File: config.mk
export PLATFORM = sky130hd
export DESIGN_NAME = lanes_rx_ctrl
export DESIGN_NICKNAME = d
export VERILOG_FILES = /design/src/rtl/lanes_pkg.sv /design/src/rtl/lanes_rx_bitcnt.sv /design/src/rtl/lanes_rx_ctrl.sv
export SDC_FILE = /design/constraint.sdc
export NUM_CORES = 1
export LEC_CHECK = 0
export CORE_MARGIN = 5
export CORE_UTILIZATION = 49
export CTS_BUF_LIST = sky130_fd_sc_hd__clkbuf_4
export CTS_CLUSTER_SIZE = 25
export DETAILED_ROUTE_END_ITERATION = 10
export MAX_ROUTING_LAYER = met4
export PLACE_DENSITY = 0.76
export SYNTH_ARGS = -nofsm -noshare
export SYNTH_HDL_FRONTEND = slang
export SYNTH_SLANG_ARGS = --single-unit
export TNS_END_PERCENT = 5
File: constraint.sdc
create_clock -name clk -period 1.7 [get_ports clk]
set_input_delay 0.255 -clock clk [delete_from_list [all_inputs] [get_ports clk]]
set_output_delay 0.255 -clock clk [all_outputs]
set_load 0.05 [all_outputs]
File: src/rtl/lanes_pkg.sv
// lanes_pkg: speed encodings, symbol lengths and controller states shared by the
// two-lane receive sequencing controller and its symbol counter.
package lanes_pkg;

    typedef enum logic [1:0] {
        GEN4     = 2'b00,
        GEN3     = 2'b01,
        GEN2     = 2'b10,
        GEN4_ALT = 2'b11
    } gen_speed_e;

    localparam logic [7:0] SYM_LEN_GEN4 = 8'd8;
    localparam logic [7:0] SYM_LEN_GEN3 = 8'd132;
    localparam logic [7:0] SYM_LEN_GEN2 = 8'd66;

    typedef enum logic [2:0] {
        IDLE,
        ARM,
        RUN,
        DRAIN,
        SETTLE
    } rx_state_e;

    // Symbol length in bits for a deserializer speed; the reserved code runs as Gen4.
    function automatic logic [7:0] max_len(input logic [1:0] speed);
        logic [7:0] len;
        case (gen_speed_e'(speed))
            GEN3:    len = SYM_LEN_GEN3;
            GEN2:    len = SYM_LEN_GEN2;
            default: len = SYM_LEN_GEN4;
        endcase
        return len;
    endfunction

    // Fold the reserved code onto Gen4 so speed comparisons see a single value.
    function automatic logic [1:0] canon_speed(input logic [1:0] req);
        logic [1:0] spd;
        spd = req;
        if (req == GEN4_ALT) begin
            spd = GEN4;
        end
        return spd;
    endfunction

endpackage

File: src/rtl/lanes_rx_bitcnt.sv
// lanes_rx_bitcnt: bit position within the current symbol, word strobe and
// descrambler seed-reset strobe. The first word after a clear is partial and is
// swallowed; word strobes start at the second symbol boundary.
module lanes_rx_bitcnt
    import lanes_pkg::*;
(
    input  logic       clk,
    input  logic       rst,
    input  logic       en_i,
    input  logic       clr_i,
    input  logic [1:0] gen_speed_i,
    output logic [7:0] bit_cnt_o,
    output logic       last_bit_o,
    output logic       word_valid_o,
    output logic       descr_seed_rst_o
);

    logic [7:0] bit_cnt_q, bit_cnt_d;
    logic       wrapped_q, wrapped_d;   // at least one symbol wrap since the last clear
    logic       primed_q,  primed_d;    // partial first word has been passed over
    logic [7:0] last_idx;
    logic [7:0] seed_idx;

    // Next-state decode for the symbol counter and its priming flags
    // NOTE: every signal driven here gets a default first, so no path can infer a latch.
    always_comb begin
        last_idx  = max_len(gen_speed_i) - 8'd1;
        seed_idx  = max_len(gen_speed_i) - 8'd2;
        bit_cnt_d = bit_cnt_q;
        wrapped_d = wrapped_q;
        primed_d  = primed_q;
        if (clr_i) begin
            bit_cnt_d = '0;
            wrapped_d = 1'b0;
            primed_d  = 1'b0;
        end else if (en_i) begin
            if (bit_cnt_q == last_idx) begin
                bit_cnt_d = '0;
                wrapped_d = 1'b1;
            end else begin
                bit_cnt_d = bit_cnt_q + 8'd1;
            end
            // The boundary right after the first wrap closes the partial word; later ones deliver.
            if ((bit_cnt_q == 8'd0) && wrapped_q) begin
                primed_d = 1'b1;
            end
        end
    end

    // Counter flops; async reset returns to the start of a symbol, unprimed
    // NOTE: sequential state uses non-blocking (<=) so each flop samples pre-edge values.
    always_ff @(posedge clk or posedge rst) begin
        if (rst) begin
            bit_cnt_q <= '0;
            wrapped_q <= 1'b0;
            primed_q  <= 1'b0;
        end else begin
            bit_cnt_q <= bit_cnt_d;
            wrapped_q <= wrapped_d;
            primed_q  <= primed_d;
        end
    end

    assign bit_cnt_o        = bit_cnt_q;
    assign last_bit_o       = en_i && (bit_cnt_q == last_idx);
    assign word_valid_o     = en_i && primed_q && (bit_cnt_q == 8'd0);
    assign descr_seed_rst_o = en_i && (bit_cnt_q == seed_idx);

endmodule

File: src/rtl/lanes_rx_ctrl.sv
// lanes_rx_ctrl: sequences the two-lane receive deserializer. Owns the speed the
// deserializer runs at and changes it glitch-free: finish the current symbol,
// disable, settle, re-arm at the new speed. Also counts delivered words.
module lanes_rx_ctrl
    import lanes_pkg::*;
#(
    parameter int unsigned SETTLE_CYCLES = 4,
    parameter int unsigned SYM_CNT_W     = 16
) (
    input  logic                 clk,
    input  logic                 rst,
    input  logic                 link_up,
    input  logic [1:0]           gen_speed_req,
    input  logic                 speed_chg,
    output logic                 des_enable,
    output logic [1:0]           des_gen_speed,
    output logic [7:0]           bit_cnt,
    output logic                 word_valid,
    output logic                 descr_seed_rst,
    output logic                 speed_chg_ack,
    output logic [SYM_CNT_W-1:0] sym_count,
    output logic                 busy
);

    localparam int unsigned         SETTLE_W    = (SETTLE_CYCLES > 1) ? $clog2(SETTLE_CYCLES) : 1;
    localparam logic [SETTLE_W-1:0] SETTLE_LAST = SETTLE_W'(SETTLE_CYCLES - 1);

    rx_state_e              state_q, state_d;
    logic [1:0]             pending_q, pending_d;     // speed to load on the next ARM
    logic [1:0]             speed_q, speed_d;         // speed the deserializer runs at
    logic [SETTLE_W-1:0]    settle_cnt_q, settle_cnt_d;
    logic [SYM_CNT_W-1:0]   sym_count_q, sym_count_d;
    logic                   ack_q, ack_d;
    logic                   from_settle_q, from_settle_d; // current ARM follows a speed change

    logic [1:0]             req_c;
    logic                   settle_done;
    logic                   last_bit;
    logic                   cnt_clr;

    assign req_c       = canon_speed(gen_speed_req);
    assign settle_done = (settle_cnt_q == SETTLE_LAST);
    assign cnt_clr     = !link_up || !des_enable;

    lanes_rx_bitcnt u_bitcnt (
        .clk              (clk),
        .rst              (rst),
        .en_i             (des_enable),
        .clr_i            (cnt_clr),
        .gen_speed_i      (speed_q),
        .bit_cnt_o        (bit_cnt),
        .last_bit_o       (last_bit),
        .word_valid_o     (word_valid),
        .descr_seed_rst_o (descr_seed_rst)
    );

    // State register
    always_ff @(posedge clk or posedge rst) begin
        if (rst) begin
            state_q <= IDLE;
        end else begin
            state_q <= state_d;
        end
    end

    // Next-state: link loss overrides everything, including a coincident speed change
    always_comb begin
        state_d = state_q;
        if (!link_up) begin
            state_d = IDLE;
        end else begin
            case (state_q)
                IDLE:    state_d = ARM;
                ARM:     state_d = RUN;
                RUN:     if (speed_chg && (req_c != speed_q)) state_d = DRAIN;
                DRAIN:   if (last_bit) state_d = SETTLE;
                SETTLE:  if (settle_done) state_d = ARM;
                default: state_d = IDLE;
            endcase
        end
    end

    // Outputs decoded from the current state
    always_comb begin
        des_enable = 1'b0;
        busy       = 1'b0;
        case (state_q)
            RUN:     des_enable = 1'b1;
            DRAIN:   begin des_enable = 1'b1; busy = 1'b1; end
            ARM:     busy = 1'b1;
            SETTLE:  busy = 1'b1;
            default: ;
        endcase
    end

    // Speed bookkeeping, settle timer, word counter and acknowledge pulse
    always_comb begin
        pending_d     = pending_q;
        speed_d       = speed_q;
        settle_cnt_d  = '0;
        sym_count_d   = sym_count_q;
        ack_d         = 1'b0;
        from_settle_d = 1'b0;
        if (!link_up) begin
            sym_count_d = '0;
        end else begin
            // Requests are taken in every state but IDLE, where the request level is sampled instead.
            if (state_q == IDLE) begin
                pending_d = req_c;
            end else if (speed_chg) begin
                pending_d = req_c;
            end
            // The deserializer speed only moves in ARM, where des_enable is low.
            if (state_q == ARM) begin
                speed_d = pending_d;
                ack_d   = from_settle_q;
            end
            if ((state_q == RUN) && speed_chg && (req_c == speed_q)) begin
                ack_d = 1'b1;
            end
            if ((state_q == SETTLE) && !settle_done) begin
                settle_cnt_d = settle_cnt_q + SETTLE_W'(1);
            end
            from_settle_d = (state_q == SETTLE) && settle_done;
            if ((state_q == IDLE) || (state_q == ARM)) begin
                sym_count_d = '0;
            end else if (word_valid && (sym_count_q != {SYM_CNT_W{1'b1}})) begin
                sym_count_d = sym_count_q + SYM_CNT_W'(1);
            end
        end
    end

    // Datapath registers
    always_ff @(posedge clk or posedge rst) begin
        if (rst) begin
            pending_q     <= 2'b00;
            speed_q       <= 2'b00;
            settle_cnt_q  <= '0;
            sym_count_q   <= '0;
            ack_q         <= 1'b0;
            from_settle_q <= 1'b0;
        end else begin
            pending_q     <= pending_d;
            speed_q       <= speed_d;
            settle_cnt_q  <= settle_cnt_d;
            sym_count_q   <= sym_count_d;
            ack_q         <= ack_d;
            from_settle_q <= from_settle_d;
        end
    end

    assign des_gen_speed = speed_q;
    assign speed_chg_ack = ack_q;
    assign sym_count     = sym_count_q;

endmodule
## Yosys cells after proc, flatten, opt, wreduce, memory -nomap -nowiden

Index checks and enable logic that the tools add are counted.

| word-level totals | value |
|---|---|
| input bits | 6 |
| register bits | 37 |
| word-level logic and storage cells | 88 |

| operators by class | value |
|---|---|
| add/sub/neg operators | 5 |
| equal/unequal tests | 17 |
| reduce and logical (&&, ||, !) cells | 27 |
| mux-type cells | 29 |

Operators with widths:

| cell | number |
|---|---|
| $mux 16 | 3 |
| $mux 8 | 3 |
| $add 16x1->16 const B | 1 |
| $eq 8x8->1 | 2 |
| $ne 16x16->1 const B | 1 |
| $pmux 8 s2 | 1 |
| $pmux 3 s5 | 1 |
| $mux 1 | 12 |
| $mux 3 | 4 |
| $logic_and 1x1->1 | 11 |
| $mux 2 | 5 |
| $ne 3x3->1 const B | 3 |
| $add 8x1->8 const B | 1 |
| $logic_not 8->1 | 1 |
| $sub 8x1->8 const B | 1 |
| $sub 8x2->8 const B | 1 |
| $eq 2x2->1 const B | 3 |
| $eq 3x2->1 const B | 2 |
| $reduce_and 2->1 | 3 |
| $reduce_bool 2->1 | 3 |
| $eq 3x1->1 const B | 1 |
| $eq 3x3->1 const B | 1 |
| $logic_not 1->1 | 3 |
| $logic_not 3->1 | 1 |
| other kinds (9) | 10 |

## Depth between registers and ports, before layout

Gate-level depths: netlist of run 1.

| depth | value |
|---|---|
| depth after elaboration | 9 |
| depth in mapped cells | 9 |
| depth with buffers taken out | 8 |

## Hierarchy

Synthesis of run 1 repeated with hierarchy kept, for this count alone.

| unflattened totals | value |
|---|---|
| cells, all modules | 234 |
| area total of the unflattened synthesis | 2223.4 µm² |

Modules (own cells, without submodules):

| module | cells an instance | instances | seq. area each (µm²) | area an instance (µm²) |
|---|---|---|---|---|
| lanes_rx_ctrl | 164 | 1 | 675.6 | 1544.0 |
| lanes_rx_bitcnt | 70 | 1 | 250.2 | 679.4 |

## Worst setup path before layout of run 1

No wires, ideal clock.

| path | value |
|---|---|
| kind | register to output |
| from | register speed_q[0] (netlist: des_gen_speed[0]) |
| to | output descr_seed_rst |
| slack | -1.539 ns |
| arrival time | 2.984 ns |
| data required time | 1.445 ns |
| cell stages (with the launch flop) | 7 |
| cells stage by stage | dfrtp_1 -> inv_1 -> ha_1 -> xor2_1 -> nor2_1 -> nand3_1 -> nor4_1 |

| on the way | value |
|---|---|
| word-level cells in the longest chain between the ends | 5 |

RTL lines:

| element | RTL line | source |
|---|---|---|
| start, declared | lanes_rx_ctrl.sv:30 | `logic [1:0] speed_q, speed_d;` |
| start signal, assigned | lanes_rx_ctrl.sv:144 | `speed_q <= speed_d;` |
| $eq 2x2->1 / $eq 2x1->1 (equally long branches) | lanes_pkg.sv:27 | `case (gen_speed_e'(speed))` |
| $pmux 8 s2 (*) | lanes_pkg.sv:27 |  |
| $sub 8x2->8 (*) | lanes_rx_bitcnt.sv:28 | `seed_idx = max_len(gen_speed_i) - 8'd2;` |
| $eq 8x8->1 (*) | lanes_rx_bitcnt.sv:67 | `assign descr_seed_rst_o = en_i && (bit_cnt_q == seed_idx);` |
| $logic_and 1x1->1 (*) | lanes_rx_bitcnt.sv:67 |  |
| end, declared | lanes_rx_ctrl.sv:19 | `output logic descr_seed_rst,` |

Every way passes the cells marked *; elsewhere a longest branch is shown, timed or not.

## Worst setup path after layout of run 1

Ends and elaborated chain as after synthesis.

==> results of run 1 <==
registers in the layout, summed over array words and instances, names as in the netlist:
name / flops
des_gen_speed: 2
from_settle_q: 1
pending_q: 2
settle_cnt_q: 2
speed_chg_ack: 1
state_q: 3
sym_count: 16
u_bitcnt.bit_cnt_o: 8
u_bitcnt.primed_q: 1
u_bitcnt.wrapped_q: 1
placed cells by master (no fill, tap or decap), drive strengths merged, types with 4 or more instances in the layout:
master | netlist | routed
nand3 | 15 | 15
inv | 13 | 12
ha | 7 | 7
clkbuf | 3 | 8
o21ai | 6 | 6
xnor2 | 11 | 11
a211oi | 8 | 8
nand2 | 8 | 8
a21oi | 8 | 8
xor2 | 9 | 9
nand4 | 5 | 5
dfrtp | 37 | 37
mux2i | 4 | 4
clkdlybuf4s50 | 0 | 5
and3 | 7 | 7
nor3 | 4 | 4
buf | 3 | 85
nor2 | 28 | 28
cell families (layout without fill, tap and decap cells):
logic type | count (synthesis) | count (layout) | share of synthesized area (%)
xor+xnor | 20 | 20 | 8.844
buf+inv | 19 | 111 | 3.790
flops | 37 | 37 | 46.75
compound gates | 32 | 32 | 10.36
fa+ha+maj | 7 | 7 | 4.422
simple gates | 86 | 86 | 22.68
mux | 6 | 6 | 3.159
path summary, 6_finish.rpt:
path | start | endpoint | slack (ns)
worst max register to register | u_bitcnt.bit_cnt_o[0] | sym_count[13] | -0.38
min in group clk | settle_cnt_q[0] | settle_cnt_q[0] | 0.47
max in group asynchronous | rst | u_bitcnt.bit_cnt_o[0] | 1.24
worst min register to register | settle_cnt_q[0] | settle_cnt_q[0] | 0.47
worst max-delay path | des_gen_speed[0] | descr_seed_rst | -0.47
worst min-delay path | rst | sym_count[6] | 0.24
worst max-delay path, cell delays in order (launching register included):
cell	delay (ns)
dfrtp_2	0.45
inv_4	0.08
ha_4	0.19
xor2_1	0.14
nor2_1	0.17
nand3_2	0.13
nor4_4	0.23
buf_12	0.18
synth_stat cells (2+ instances only):
library cell / instances
nor2b_1: 3
a21oi_1: 8
buf_2: 3
inv_1: 13
clkbuf_1: 3
xnor2_1: 11
ha_1: 7
nor4_1: 2
mux2i_1: 4
nand2_1: 8
mux2_2: 2
a211oi_1: 8
or3_1: 3
a31oi_1: 3
nand4_1: 5
and3_1: 7
or4_1: 2
nand3_1: 15
o21ai_0: 5
nor3_1: 3
and4_1: 2
dfrtp_1: 37
nor2_1: 28
and2_1: 3
xor2_1: 9
per-layer routing:
| metal | routed length (um) | part of all wire (%) |
|---|---|---|
| met1 | 2088 | 40 |
| met3 | 276 | 5.3 |
| met4 | 74 | 1.4 |
| met2 | 2767 | 53 |
| met5 | 0 | 0 |
area by class of cell:
cell class                      count  area, um2
Multi-Input combinational cell    151       1117
Sequential cell                    37      933.4
Timing Repair Buffer               90      770.7
Fill cell                         287      972.2
Tap cell                           50      62.56
Inverter                           13      55.05
Clock buffer                        8      60.06
report_power, final:
part	leakage [nW]	switching [mW]	internal [mW]
sequential	0.502	0.0517	0.928
clock	0.0368	0.296	0.213
combinational	0.812	0.453	0.398
total	1.35	0.801	1.54
timing repair:
item	4_1_cts	5_1_grt
setup buffers	5	0
hold endpoints to repair	0	0
pin swaps	14	1
endpoints found under the setup margin	19	30
resized for setup	20	5
==> results.json, run 1 <==
{
  "synth_top_area_share_pct": 46.75,
  "cts.sinks": 37,
  "ys.warnings.count": 0,
  "clockBufferDepth": 2,
  "cap_violations": 0,
  "place_area_um2": 2784,
  "report.final.slew_viol_count": 0,
  "hold_violations": 0,
  "final_core_util_pct": 75.52,
  "final_cells": 349,
  "num_antenna_cells": 0,
  "synth_nets": 220,
  "layout-drive-gt1-share_pct": 41.81,
  "place.detailed.hpwl_um": 3664,
  "grtUsageMet2_pct": 37.11,
  "core_area_um2": 3971,
  "peakVddDrop_mv": 0.8853,
  "root_buffer": "clkbuf_4",
  "place_inst": 336,
  "start_util_pct": 49.87,
  "path_clk_slew_ns": 0.12,
  "holdWs_ns": 0.2435,
  "reg2regPathDepth": 8,
  "crit_path_end_kind": "output port",
  "ys_top_cells_by_area": "dfrtp_1 47%, nor2_1 5.3%, xnor2_1 4.9%, ha_1 4.4%, xor2_1 4.0%",
  "syn_area_um2": 1981,
  "p_per_area_nw_per_um2": 780.1,
  "die_h_um": 73.58,
  "worstMarginPinSlew_ns": 0.3312,
  "drc": 0,
  "ioPinCount": 37,
  "synth-edff-count": 0,
  "layout_setup_ws_ns": -0.4695,
  "worstPathMaxFanout": 3,
  "gp_congestion": 0.8176,
  "critPathKind": "flop to output port",
  "die_area_um2": 5413,
  "cts_hold_buf": 0,
  "yosysSeqAreaShare_pct": 46.75,
  "rows": 23,
  "avgViaCountPerCell": 5.309,
  "wirelength_um": 5206,
  "fin_nets": 311,
  "status": "finished with violations",
  "fmax_mhz": 460.9,
  "fin_crit_sh_pct": 127.6,
  "synth_cell_types": 38,
  "grt_max_degree": 38,
  "yosysTopAreaCell": "dfrtp_1",
  "yosys_register_bits": 37,
  "rsz0062_at_grt": "true",
  "area_growth_pct": 51.42,
  "async_flop_share_pct": 100.0,
  "start_kind": "flop",
  "htree_levels": 2,
  "skew_ns": 0.01341,
  "track_usage_pct": 21.78,
  "avgSynthCellArea_um2": 9.568,
  "place_ws_ns": -0.3827,
  "violations": "negative setup slack",
  "die_w_um": 73.58,
  "worstSkewPairLatency_ns": 0.36,
  "antenna_found_initial": 0,
  "setup_violations": 28,
  "min_period_ns": 2.169,
  "avgRoutedWirePerCell_um": 14.92,
  "synth-main-ff-cell": "dfrtp_1",
  "arrival_ns": 1.91,
  "max_slew_margin_pct": 77.87,
  "grtUsageMet3_pct": 4.651,
  "tns_ns": -5.507,
  "io_buffer_count": 36,
  "critPathRequiredTime_ns": 1.44,
  "vias": 1853,
  "hold_class": "input port to asynchronous set/reset pin",
  "gr-usage-met1_pct": 25.41,
  "grt_busiest_layer": "met2",
  "cts-buffers-inserted": 5,
  "grt_pass1_wl_um": 8721,
  "grt_pass1_vias": 1895,
  "leakagePower_nw": 1.350,
  "final_cell_area_um2": 2999,
  "syn-instance-count": 207,
  "cts_tree": "yes",
  "antenna_left": 0,
  "dr.pass1.iters": 4,
  "p_total_mw": 2.340,
  "grt_overflow": 0,
  "drtIter0Drc": 102
}
Note: power is estimated with default switching activity, not from simulation.
==> inputs of run 2 (changes only) <==
Settings changed: SLEW_MARGIN set to 40.
==> results of run 2 <==
The final DEF is identical to that of run 1; final timing and power are the same.
==> inputs of run 3 (changes only) <==
Settings changed: CORE_MARGIN 5 to 8.
==> run 3 against run 2 <==
Against the previous run:
- the run still ends with negative setup slack left
- die area is 17% higher
- sequential share of layout area down 0.35 points
- sequential power about the same
- first-iteration DRC count down 24%
- clock-buffer cell count decreased by 2
- wire length rose by 9.0%
- clock skew increased by 0.0030 ns
- non-clock buffer count up 1
- final cell count up 0.29%
- critical path type unchanged
- critical endpoint unchanged
- highest routed layer unchanged
==> results.json, run 3 (synthesis gave the netlist of run 1 again) <==
{
  "status": "finished with violations",
  "violations": "negative setup slack",
  "reg2regPathDepth": 8,
  "root_buffer": "clkbuf_4",
  "critPathKind": "flop to output port",
  "place.detailed.hpwl_um": 3976,
  "leakagePower_nw": 1.357,
  "report.final.slew_viol_count": 0,
  "r2r-start": "u_bitcnt.bit_cnt_o[0]",
  "avgViaCountPerCell": 5.449,
  "pwr-share-seq_pct": 44.4,
  "drtIter0Drc": 78,
  "endpoint": "descr_seed_rst",
  "io_buffer_count": 36,
  "cap_violations": 0,
  "grt_overflow": 0,
  "clockBufferDepth": 2,
  "min_period_ns": 2.125,
  "fmax_mhz": 470.6,
  "layout_common_cells": "80 x buf_4, 33 x dfrtp_1, 28 x nor2_1, 13 x nand3_1, 11 x xnor2_1",
  "worstSkewPairLatency_ns": 0.36,
  "final_common_cell": "buf_4",
  "grt_pass1_wl_um": 9535,
  "grt_pass1_vias": 2095,
  "largest_reg_flops": 16,
  "intPower_mw": 1.422,
  "nFillCells": 262,
  "layout-drive-gt1-share_pct": 43.33,
  "p_total_mw": 2.200,
  "crit_path_end_kind": "output port",
  "worstMarginPinSlew_ns": 0.5653,
  "antenna_left": 0,
  "hold_class": "input port to asynchronous set/reset pin",
  "path_clk_slew_ns": 0.12,
  "vias": 1907,
  "area_growth_pct": 53.13,
  "drc": 0,
  "final_core_util_pct": 76.93,
  "arrival_ns": 1.87,
  "rows": 23,
  "peakVddDrop_mv": 0.8595,
  "rsz0062_at_grt": "true",
  "rr_endpoint": "sym_count[13]",
  "cts.sinks": 37,
  "antenna_found_initial": 0,
  "gp_congestion": 0.8545,
  "ioPinCount": 37,
  "die_w_um": 79.58,
  "htree_levels": 2,
  "p_per_area_nw_per_um2": 725.3,
  "setup_violations": 18,
  "cts-buffers-inserted": 5,
  "p_clk_share_pct": 22.0,
  "worstPathMaxFanout": 3,
  "grt_max_degree": 15,
  "wirelength_um": 5675,
  "critPathRequiredTime_ns": 1.44,
  "skew_ns": 0.01636,
  "cp-startpoint": "des_gen_speed[0]",
  "hold_violations": 0,
  "die_area_um2": 6332,
  "track_usage_pct": 19.40,
  "net-switching-power_mw": 0.7778,
  "max_slew_margin_pct": 62.27,
  "power_frac_comb_pct": 33.6,
  "dr.pass1.iters": 4,
  "start_util_pct": 50.24,
  "layout_setup_ws_ns": -0.4251,
  "start_kind": "flop",
  "r2r_slack_ns": -0.35,
  "die_h_um": 79.58,
  "core_area_um2": 3943,
  "avgRoutedWirePerCell_um": 16.21,
  "fin_nets": 312,
  "cts_tree": "yes",
  "power_switching_share_pct": 35.36,
  "holdWs_ns": 0.2371,
  "cts_hold_buf": 0,
  "num_antenna_cells": 0,
  "fin_crit_sh_pct": 125.0
}
==> run 3: changes by cell type in the layout (fill, tap and decap cells not counted), sizes merged <==
cell / change
buf: +1
clkinv: +2
clkbuf: -2
==> run 3: timing repair <==
item,in CTS,in global routing
endpoints found under the hold margin,0,0
pin swaps,8,8
setup buffers,1,2
setup endpoints to repair,19,27
gates resized for setup,18,17
==> run 3: per-stage QoR <==
| step | TNS [ns] | worst slack (ns) | cells | cell area [um2] |
|---|---|---|---|---|
| floorplan | -5.716 | -0.4439 | 207 | 2024 |
| global placement | -2.174 | -0.1786 | 339 | 2781 |
| detailed placement | -3.330 | -0.2523 | 339 | 2781 |
| CTS | -2.345 | -0.4482 | 348 | 2934 |
| global route | -5.817 | -0.5336 | 350 | 3033 |
| finish | -3.774 | -0.4251 | 350 | 3033 |
==> run 3: worst min-delay path by stage <==
stage / from / endpoint / slack (ns)
after floorplan: link_up / state_q[0] / 0.41
after global placement: settle_cnt_q[0] / settle_cnt_q[0] / 0.43
after detailed placement: settle_cnt_q[0] / settle_cnt_q[0] / 0.44
after CTS: rst / u_bitcnt.bit_cnt_o[6] / 0.26
after global routing: rst / u_bitcnt.bit_cnt_o[6] / 0.30
final: rst / u_bitcnt.bit_cnt_o[6] / 0.24
==> run 3: power groups by stage <==
| stage | registers, mW | clock network (mW) | logic [mW] |
|---|---|---|---|
| finish | 0.977 | 0.484 | 0.739 |
| global route | 0.985 | 0.531 | 0.797 |
| CTS | 0.976 | 0.496 | 0.734 |
| detailed placement | 0.992 | 0 | 0.711 |
| global placement | 0.987 | 0 | 0.697 |
| floorplan | 1.10 | 0 | 0.316 |
==> run 3: routing by layer <==
layer	wire [um]	track usage (%)	up-vias	share of wire, %
met1	2438	21.80	944	43
met4	122	7.963	0	2.1
met5	0	-	-	0
li1	-	-	913	-
met2	2911	31.95	40	51
met3	202	5.068	10	3.6
==> run 3: final cells by class <==
cell class	instances	area [um2]	share of cell area, %
clock buffer	6	45.04	1.485
sequential	37	933.4	30.78
tap	50	62.56	2.063
timing repair buffer	91	757.0	24.96
clock inverter	2	10.01	0.3300
multi-input combinational	151	1170	38.57
inverter	13	55.05	1.815
==> run 3: worst max-delay path: stages, from the launching register on <==
cell     delay, ns
dfrtp_2       0.44
inv_2         0.09
ha_4          0.20
xor2_1        0.13
nor2_1        0.15
nand3_2       0.12
nor4_4        0.21
buf_12        0.18
